**config.mk**
```make
export PLATFORM = sky130hd
export DESIGN_NAME = fft_stage_sequencer
export DESIGN_NICKNAME = d
export VERILOG_FILES = /design/src/rtl/fft_stage_sequencer.sv
export SDC_FILE = /design/constraint.sdc
export NUM_CORES = 1
export LEC_CHECK = 0
export BUFFER_PORTS_ARGS = -buffer_cell sky130_fd_sc_hd__buf_4
export CAP_MARGIN = 20
export CORE_MARGIN = 5
export CORE_UTILIZATION = 45
export CTS_CLUSTER_DIAMETER = 50
export DETAILED_ROUTE_END_ITERATION = 6
export PLACE_DENSITY = 0.68
export SETUP_SLACK_MARGIN = 0.4
export SYNTH_ARGS = -nofsm -noshare
export SYNTH_HDL_FRONTEND = slang
export SYNTH_SLANG_ARGS = --single-unit
```
**constraint.sdc**
```tcl
create_clock -name clk -period 3.75 [get_ports clk]
set_input_delay 0.5625 -clock clk [delete_from_list [all_inputs] [get_ports clk]]
set_output_delay 0.5625 -clock clk [all_outputs]
set_load 0.01 [all_outputs]
```
**src/rtl/fft_stage_sequencer.sv**
```systemverilog
// Butterfly/stage sequencer for an in-place radix-2 DIF FFT over shared real/imag RAMs.
// Optional bit-reversed unload pass is built when FFT_SEQ_BITREV_EN is defined.
module fft_stage_sequencer #(
  parameter int LOG2N = 6,
  parameter int AW    = LOG2N
) (
  input  logic          clk,
  input  logic          rst,
  input  logic          start,
  output logic          busy,
  output logic          done,
  output logic [AW-1:0] ram_addr,
  output logic          ram_we,
  output logic          wr_sel,
  output logic          ld_a,
  output logic          ld_b,
  output logic [AW-2:0] tw_addr,
  output logic          bf_go,
  input  logic          bf_done,
  output logic [3:0]    stage,
  output logic          out_valid,
  output logic [AW-1:0] out_idx
);

  localparam int            HALF   = 1 << (LOG2N - 1);
  localparam logic [AW-2:0] B_LAST = (AW-1)'(HALF - 1);
  localparam logic [3:0]    S_LAST = 4'(LOG2N - 1);

  typedef enum logic [3:0] {
    ST_IDLE   = 4'd0,
    ST_RD_A   = 4'd1,
    ST_RD_B   = 4'd2,
    ST_LAUNCH = 4'd3,
    ST_WAIT   = 4'd4,
    ST_WR_A   = 4'd5,
    ST_WR_B   = 4'd6,
    ST_NEXT   = 4'd7,
`ifdef FFT_SEQ_BITREV_EN
    ST_UNLOAD = 4'd8,
`endif
    ST_DONE   = 4'd9
  } state_t;

  state_t        state_reg;
  state_t        state_next;
  logic [AW-2:0] b_reg;
  logic [3:0]    s_reg;
  logic [AW-2:0] tw_reg;

  // Per-stage address tables; the live stage picks one row.
  logic [AW-1:0] b_ext;
  logic [AW-1:0] n1_tab   [LOG2N];
  logic [AW-1:0] span_tab [LOG2N];
  logic [AW-2:0] tw_tab   [LOG2N];

  assign b_ext = {1'b0, b_reg};

  genvar gi;
  generate
    for (gi = 0; gi < LOG2N; gi++) begin : g_stage
      localparam int            L    = LOG2N - 1 - gi;
      localparam logic [AW-1:0] SPAN = AW'(1) << L;
      logic [AW-1:0] j;
      assign j            = b_ext & (SPAN - AW'(1));
      // Insert a zero at bit L of b to form the upper-half-free index n1.
      assign n1_tab[gi]   = ((b_ext >> L) << (L + 1)) | j;
      assign span_tab[gi] = SPAN;
      assign tw_tab[gi]   = (AW-1)'(j << gi);
    end
  endgenerate

  logic [AW-1:0] n1;
  logic [AW-1:0] n2;
  logic [AW-1:0] span;
  logic [AW-2:0] tw_sel;

  always_comb begin
    n1     = '0;
    span   = '0;
    tw_sel = '0;
    for (int i = 0; i < LOG2N; i++) begin
      if (s_reg == 4'(i)) begin
        n1     = n1_tab[i];
        span   = span_tab[i];
        tw_sel = tw_tab[i];
      end
    end
  end

  assign n2 = n1 + span;

  always_ff @(posedge clk) begin
    if (rst) begin
      state_reg <= ST_IDLE;
    end else begin
      state_reg <= state_next;
    end
  end

  always_ff @(posedge clk) begin
    if (rst) begin
      s_reg  <= '0;
      b_reg  <= '0;
      tw_reg <= '0;
    end else begin
      case (state_reg)
        ST_IDLE: begin
          if (start) begin
            s_reg <= '0;
            b_reg <= '0;
          end
        end
        ST_RD_B: tw_reg <= tw_sel;
        ST_NEXT: begin
          if (b_reg != B_LAST) begin
            b_reg <= b_reg + 1'b1;
          end else if (s_reg != S_LAST) begin
            b_reg <= '0;
            s_reg <= s_reg + 4'd1;
          end
        end
        default: ;
      endcase
    end
  end

`ifdef FFT_SEQ_BITREV_EN
  localparam logic [AW:0] K_END = (AW+1)'(1 << LOG2N);

  logic [AW:0]   k_reg;
  logic [AW-1:0] k_rev;
  logic          out_valid_reg;
  logic [AW-1:0] out_idx_reg;

  generate
    for (gi = 0; gi < AW; gi++) begin : g_rev
      assign k_rev[gi] = k_reg[AW-1-gi];
    end
  endgenerate

  // k counts one past N so the final read's data gets its valid cycle.
  always_ff @(posedge clk) begin
    if (rst) begin
      k_reg         <= '0;
      out_valid_reg <= 1'b0;
      out_idx_reg   <= '0;
    end else if (state_reg == ST_UNLOAD) begin
      k_reg         <= k_reg + 1'b1;
      out_valid_reg <= (k_reg != K_END);
      out_idx_reg   <= (k_reg != K_END) ? k_reg[AW-1:0] : '0;
    end else begin
      k_reg         <= '0;
      out_valid_reg <= 1'b0;
      out_idx_reg   <= '0;
    end
  end
`endif

  always_comb begin
    state_next = state_reg;
    case (state_reg)
      ST_IDLE:   if (start) state_next = ST_RD_A;
      ST_RD_A:   state_next = ST_RD_B;
      ST_RD_B:   state_next = ST_LAUNCH;
      ST_LAUNCH: state_next = ST_WAIT;
      ST_WAIT:   if (bf_done) state_next = ST_WR_A;
      ST_WR_A:   state_next = ST_WR_B;
      ST_WR_B:   state_next = ST_NEXT;
      ST_NEXT: begin
        if (b_reg != B_LAST || s_reg != S_LAST) begin
          state_next = ST_RD_A;
        end else begin
`ifdef FFT_SEQ_BITREV_EN
          state_next = ST_UNLOAD;
`else
          state_next = ST_DONE;
`endif
        end
      end
`ifdef FFT_SEQ_BITREV_EN
      ST_UNLOAD: if (k_reg == K_END) state_next = ST_DONE;
`endif
      ST_DONE:   state_next = ST_IDLE;
      default:   state_next = ST_IDLE;
    endcase
  end

  always_comb begin
    busy      = (state_reg != ST_IDLE);
    done      = 1'b0;
    ram_addr  = '0;
    ram_we    = 1'b0;
    wr_sel    = 1'b0;
    ld_a      = 1'b0;
    ld_b      = 1'b0;
    bf_go     = 1'b0;
    tw_addr   = tw_reg;
    stage     = s_reg;
`ifdef FFT_SEQ_BITREV_EN
    out_valid = out_valid_reg;
    out_idx   = out_idx_reg;
`else
    out_valid = 1'b0;
    out_idx   = '0;
`endif
    case (state_reg)
      ST_RD_A: ram_addr = n1;
      ST_RD_B: begin
        ram_addr = n2;
        ld_a     = 1'b1;
      end
      ST_LAUNCH: begin
        ld_b  = 1'b1;
        bf_go = 1'b1;
      end
      ST_WR_A: begin
        ram_addr = n1;
        ram_we   = 1'b1;
      end
      ST_WR_B: begin
        ram_addr = n2;
        ram_we   = 1'b1;
        wr_sel   = 1'b1;
      end
`ifdef FFT_SEQ_BITREV_EN
      ST_UNLOAD: if (k_reg != K_END) ram_addr = k_rev;
`endif
      ST_DONE: done = 1'b1;
      default: ;
    endcase
  end

endmodule

```
==> results of run 1 <==
-- how the worst max path moves through the flow --
stage	start	cells past startpoint	to
2_1_floorplan	stage[1]	10	ram_addr[4]
3_5_place_dp	stage[1]	10	ram_addr[4]
4_1_cts	stage[1]	10	ram_addr[4]
6_report	stage[0]	10	ram_addr[4]
5_1_grt	stage[1]	13	ram_addr[3]
3_3_place_gp	stage[1]	10	ram_addr[4]
-- area by class of cell --
| cell class | count | area (sq um) | share of cell area, % |
|---|---|---|---|
| timing repair buffer | 32 | 240 | 12.7 |
| clock buffer | 4 | 36.3 | 1.92 |
| tap | 46 | 57.6 | 3.04 |
| multi-input combinational | 164 | 1140 | 60.4 |
| inverter | 12 | 47.5 | 2.51 |
| sequential | 18 | 368 | 19.4 |
-- power breakdown --
group	total [W]	switching (W)	internal, W
Sequential	0.000206	0.0000117	0.000194
Clock	0.000128	0.0000688	0.0000593
Combinational	0.0000668	0.0000390	0.0000278
Total	0.000401	0.000119	0.000281
-- critical path, stage by stage, from the launching register on --
cell and delay (ns):
dfxtp_4 0.39, inv_2 0.07, ha_4 0.20, or4_1 0.48, a32o_2 0.29, fa_2 0.35, a21o_1 0.17, a21oi_2 0.13
xnor2_1 0.07, a32o_1 0.24, buf_4 0.14
-- synthesized netlist by cell type (all sizes together), types with 6 or more instances --
master	number	area share [%]
dfxtp	18	23
clkbuf	17	4.0
o31ai	6	2.8
nor3	6	1.9
o21ai	11	3.5
nor2	16	3.8
buf	9	4.1
inv	12	2.8
nand2	10	2.4
ha	10	7.8
and3	6	2.4
or4	7	3.3
a21oi	19	6.0
-- per-stage QoR --
| step | instances | power, W | setup slack, ns | area, sq um | utilization, % |
|---|---|---|---|---|---|
| after floorplan | 220 | 0.000260 | 0.408 | 1620 | - |
| after global placement | 266 | 0.000278 | 0.327 | 1750 | 51.5 |
| after detailed placement | 266 | 0.000277 | 0.274 | 1750 | 51.5 |
| after CTS | 276 | 0.000402 | 0.358 | 1880 | 55.4 |
| after global routing | 276 | 0.000416 | 0.259 | 1890 | 55.9 |
| final | 276 | 0.000401 | 0.357 | 1890 | 55.9 |
-- cell usage in the layout (no fill, tap or decap), types with 3 or more instances in the layout --
| cell | synthesis | layout |
|---|---|---|
| buf_4 | 8 | 32 |
| a21oi_1 | 19 | 17 |
| nor2_1 | 16 | 16 |
| dfxtp_1 | 18 | 16 |
| inv_1 | 12 | 10 |
| o21ai_0 | 11 | 10 |
| nand2_1 | 10 | 10 |
| conb_1 | 1 | 8 |
| or4_1 | 7 | 7 |
| nor3_1 | 6 | 6 |
| and3_1 | 6 | 6 |
| ha_1 | 10 | 6 |
| or3_1 | 5 | 5 |
| o31ai_1 | 6 | 5 |
| nand3_1 | 4 | 4 |
| nor3b_1 | 4 | 3 |
| nand3b_1 | 3 | 3 |
| and2_1 | 3 | 3 |
| nor2b_1 | 3 | 3 |
| a22oi_1 | 3 | 3 |
| clkbuf_4 | 0 | 3 |
-- timing repair --
action                                  in CTS  in global routing
resized for setup                           16                  4
buffers inserted                             6                  0
pin swaps                                   10                  0
endpoints found under the setup margin       5                  3
cloned                                       0                  0
-- cells by family (layout without fill, tap and decap cells) --
kind of cell | Yosys count | count (layout) | share of synthesized area [%]
AND/OR/NAND/NOR | 79 | 79 | 29.1
AO/OA/AOI/OAI | 61 | 61 | 25.2
buffers and inverters | 38 | 48 | 10.9
flip-flops | 18 | 18 | 22.6
adder cells (fa/ha/maj) | 11 | 11 | 9.11
XOR/XNOR | 4 | 4 | 2.20
other | 1 | 8 | 0.235
multiplexers | 1 | 1 | 0.628
-- routing by layer --
layer	vias up	global-route usage, %
li1	809	-
met1	723	24.2
met2	61	25.1
met3	8	2.75
met4	0	5.21
met5	-	0
==> flow_metrics.env, run 1 <==
export IMPL_routed_wirelength_um=4130
export IMPL_cts_buffers_inserted=3
export IMPL_io_pins=33
export IMPL_vias=1601
export IMPL_initial_core_util_pct=47.0
export IMPL_syn_area_sq_um=1590
export IMPL_grt_max_degree=20
export IMPL_wl_met1_um=1980
export IMPL_setup_viol=0
export IMPL_ir_worst_vdd_uv=103
export IMPL_drive_gt1_share_pct=22.6
export IMPL_path_max_fanout=12
export IMPL_first_global_vias=1382
export IMPL_worst_pin_slew_ns=0.570
export IMPL_path_clk_slew_ns=0.12
export IMPL_fillers=325
export IMPL_die_area_sq_um=4830
export IMPL_antenna_found_initial=0
export IMPL_synth_edf_count=0
export IMPL_clock_sinks=18
export IMPL_die_h_um=69.5
export IMPL_htree_levels=1
export IMPL_path_class="flip-flop to output port"
export IMPL_syn_to_final_growth_pct=18.8
export IMPL_hold_viol=0
export IMPL_power_per_cell_area_nw_per_um2=212
export IMPL_antenna_left=0
export IMPL_postSynth_asyncResetShare_pct=0
export IMPL_cap_violations=0
export IMPL_wire_per_inst_um=15.0
export IMPL_die_w_um=69.5
export IMPL_ys_seq_area_share_pct=22.6
export IMPL_drc=0
export IMPL_n_antenna_cell=0
export IMPL_min_period_over_period_pct=90.5
export IMPL_period_needed_ns=3.39
export IMPL_port_buffers=25
export IMPL_whs_path_depth=2
export IMPL_slew_viol_final=0
export IMPL_first_iter_violations=131
export IMPL_hp_class="flip-flop to flip-flop"
export IMPL_finalSetupTns_ns=0
export IMPL_reg2reg_from="b_reg[0]"
export IMPL_drtPass1Iterations=4
export IMPL_reg2reg_to="stage[3]"
export IMPL_reg2reg_slack_ns=1.54
export IMPL_slew_headroom_pct=62.0
export IMPL_fin_skew_ns=0.00299
export IMPL_rsz0062_at_grt="true"
export IMPL_synth_seq_cells=18
export IMPL_max_freq_mhz=295
export IMPL_hold_ws_ns=0.466
export IMPL_worstHoldStart="tw_addr[3]"
export IMPL_cp_data_arrival_time_ns=2.83
export IMPL_wl_met3_um=287
export IMPL_worstSetupStartpointType="flip-flop"
export IMPL_place_congestion=0.861
export IMPL_worstPathRequired_ns=3.19
export IMPL_hpwl_um=2780
export IMPL_drt_vias_per_instance=5.80
export IMPL_route_met2_wl_um=1810
export IMPL_yosysUniqueCellTypes=49
export IMPL_num_rows=21
export IMPL_hold_path_end="tw_addr[3]"
export IMPL_clock_latency_ns=0.30
export IMPL_postSynthAreaPerCell_sq_um=7.48
export IMPL_overflow=0
export IMPL_core_sq_um=3390
export IMPL_p_leak_nw=0.776
export IMPL_synth_cells=213
export IMPL_cts_tree="done"
export IMPL_ys_flop_type="dfxtp_1"
export IMPL_yosysWarnings=0
export IMPL_cts_root_buf="clkbuf_4"
export IMPL_reg2reg_depth=7
export IMPL_grtUsageTotal_pct=16.7
export IMPL_critPathCaptureType="output port"
export IMPL_nNetsFinal=246
export IMPL_highest_layer="met4"
export IMPL_cts_buffer_depth=2
export IMPL_postCtsHoldBufs=0
export IMPL_grt_first_pass_wirelength_um=6840
export IMPL_status="complete, no violations"
(Power assumes the default switching activity.)
==> run 2, diff against run 1 <==
- clock period: 3.75 -> 3.6 ns (I/O delays scaled with it)
==> flow_metrics.env, run 2 (synthesis gave the netlist of run 1 again) <==
export IMPL_fillers=320
export IMPL_final_common_cell="buf_4"
export IMPL_die_w_um=69.5
export IMPL_power_share_switching_pct=30.3
export IMPL_critPathCaptureType="output port"
export IMPL_syn_to_final_growth_pct=24.4
export IMPL_reg2reg_depth=7
export IMPL_status="complete, no violations"
export IMPL_cts_tree="done"
export IMPL_min_period_over_period_pct=93.5
export IMPL_period_needed_ns=3.36
export IMPL_finalSetupTns_ns=0
export IMPL_ir_worst_vdd_uv=153
export IMPL_worstHoldStart="tw_addr[2]"
export IMPL_antenna_found_initial=0
export IMPL_crit_family="compound AO/OA/AOI/OAI gates"
export IMPL_path_buf_inv=2
export IMPL_nNetsFinal=250
export IMPL_hpwl_um=2840
export IMPL_power_w=0.000421
export IMPL_slowest_stage="or4_4"
export IMPL_grt_first_pass_wirelength_um=6970
export IMPL_power_internal_w=0.000294
export IMPL_cap_violations=0
export IMPL_crit_top_cell="a32o_2"
export IMPL_fin_skew_ns=0.00560
export IMPL_first_iter_violations=145
export IMPL_path_class="flip-flop to output port"
export IMPL_worstSetupStartpointType="flip-flop"
export IMPL_whs_path_depth=2
export IMPL_crit_cells=10
export IMPL_wire_per_inst_um=15.4
export IMPL_vias=1626
export IMPL_drc=0
export IMPL_io_pins=33
export IMPL_crit_chain="inv_4 > ha_2 > or4_4 > a32o_2 > fa_2 > a21o_1 > a21oi_2 > xnor2_1 > a32o_2 > buf_6"
export IMPL_slew_viol_final=0
export IMPL_slew_headroom_pct=62.2
export IMPL_die_h_um=69.5
export IMPL_worst_pin_slew_ns=0.566
export IMPL_initial_core_util_pct=47.0
export IMPL_hold_viol=0
export IMPL_overflow=0
export IMPL_port_buffers=25
export IMPL_power_per_cell_area_nw_per_um2=212
export IMPL_drive_gt1_share_pct=28.6
export IMPL_p_clk_share_pct=32.4
export IMPL_cts_root_buf="clkbuf_4"
export IMPL_reg2reg_to="stage[3]"
export IMPL_drtPass1Iterations=4
export IMPL_grt_max_degree=20
export IMPL_routed_wirelength_um=4320
export IMPL_hp_class="flip-flop to flip-flop"
export IMPL_core_sq_um=3390
export IMPL_htree_levels=1
export IMPL_switchingPower_w=0.000128
export IMPL_final_cell_mix="buf_4, a21oi_1, nor2_1, dfxtp_1"
export IMPL_rsz0062_at_grt="true"
export IMPL_postCtsHoldBufs=0
export IMPL_endpoint="ram_addr[4]"
export IMPL_reg2reg_slack_ns=1.44
export IMPL_cp_startpoint="stage[1]"
export IMPL_clock_latency_ns=0.31
export IMPL_clock_sinks=18
export IMPL_p_leak_nw=0.798
export IMPL_worstPathRequired_ns=3.06
export IMPL_path_clk_slew_ns=0.12
export IMPL_slowest_delay_ns=0.50
export IMPL_n_antenna_cell=0
export IMPL_max_freq_mhz=297
export IMPL_path_max_fanout=5
export IMPL_cp_data_arrival_time_ns=2.82
export IMPL_place_congestion=0.876
export IMPL_antenna_left=0
export IMPL_power_frac_comb_pct=16.7
export IMPL_drt_vias_per_instance=5.81
export IMPL_cts_buffers_inserted=3
export IMPL_die_area_sq_um=4830
export IMPL_cts_buffer_depth=2
export IMPL_grtUsageTotal_pct=17.2
export IMPL_reg2reg_from="b_reg[0]"
export IMPL_p_seq_share_pct=50.9
export IMPL_num_rows=21
export IMPL_first_global_vias=1478
export IMPL_setup_viol=0
[run 2: changes by cell type in the layout (fill, tap and decap cells not counted), moves of 2 or more]
cell,before,now
buf_6,0,2
ha_1,6,3
ha_2,2,4
buf_4,32,34
[run 2: timing repair]
action                     CTS  global route
setup endpoints to repair    5             4
hold endpoints to repair     0             0
pin swaps                   15             1
gates resized for setup     22             6
setup buffers                8             1
[run 2: per-stage QoR]
| step | cell area (sq um) | util (%) | hold slack [ns] | cells | worst slack [ns] |
|---|---|---|---|---|---|
| after floorplan | 1640 | - | 0.476 | 220 | 0.433 |
| final | 1980 | 58.5 | 0.458 | 280 | 0.235 |
| after CTS | 1960 | 57.8 | 0.462 | 279 | 0.241 |
| after global routing | 1980 | 58.5 | 0.483 | 280 | 0.130 |
| after detailed placement | 1760 | 52.0 | 0.444 | 267 | 0.271 |
| after global placement | 1760 | 52.0 | 0.442 | 267 | 0.296 |
[run 2: power groups by stage]
| stage | logic (W) | registers [W] | clock network (W) |
|---|---|---|---|
| CTS | 0.0000701 | 0.000214 | 0.000139 |
| global placement | 0.0000685 | 0.000219 | 0 |
| floorplan | 0.0000579 | 0.000211 | 0 |
| detailed placement | 0.0000684 | 0.000219 | 0 |
| finish | 0.0000704 | 0.000214 | 0.000136 |
| global route | 0.0000768 | 0.000216 | 0.000147 |
[run 2: area by class of cell]
type                       instances  area (sq um)  share of cell area (%)
sequential                        18           369                    18.6
tap                               46          57.6                    2.90
multi-input combinational        164          1190                    60.3
inverter                          12          47.5                    2.40
timing repair buffer              36           278                    14.0
clock buffer                       4          36.3                    1.83
[run 2: worst min-delay path by stage]
stage | end
finish | tw_addr[2]
CTS | tw_addr[2]
global route | tw_addr[2]
global placement | tw_addr[2]
floorplan | tw_addr[2]
detailed placement | tw_addr[2]
[run 2: worst reg2reg max path, cell delays in order (launching register included)]
cell and delay (ns):
dfxtp_1 0.59, ha_1 0.23, and3_1 0.17, ha_1 0.17, inv_1 0.06, o21a_1 0.27
or4_1 0.48, a21oi_1 0.14
[run 2: routing by layer]
layer / global-route usage [%] / wire, um / share of wire [%]
met5: 0 / 0 / 0
met1: 23.2 / 2000 / 46
met2: 26.6 / 1920 / 44
met3: 3.91 / 325 / 7.5
met4: 6.29 / 79 / 1.8
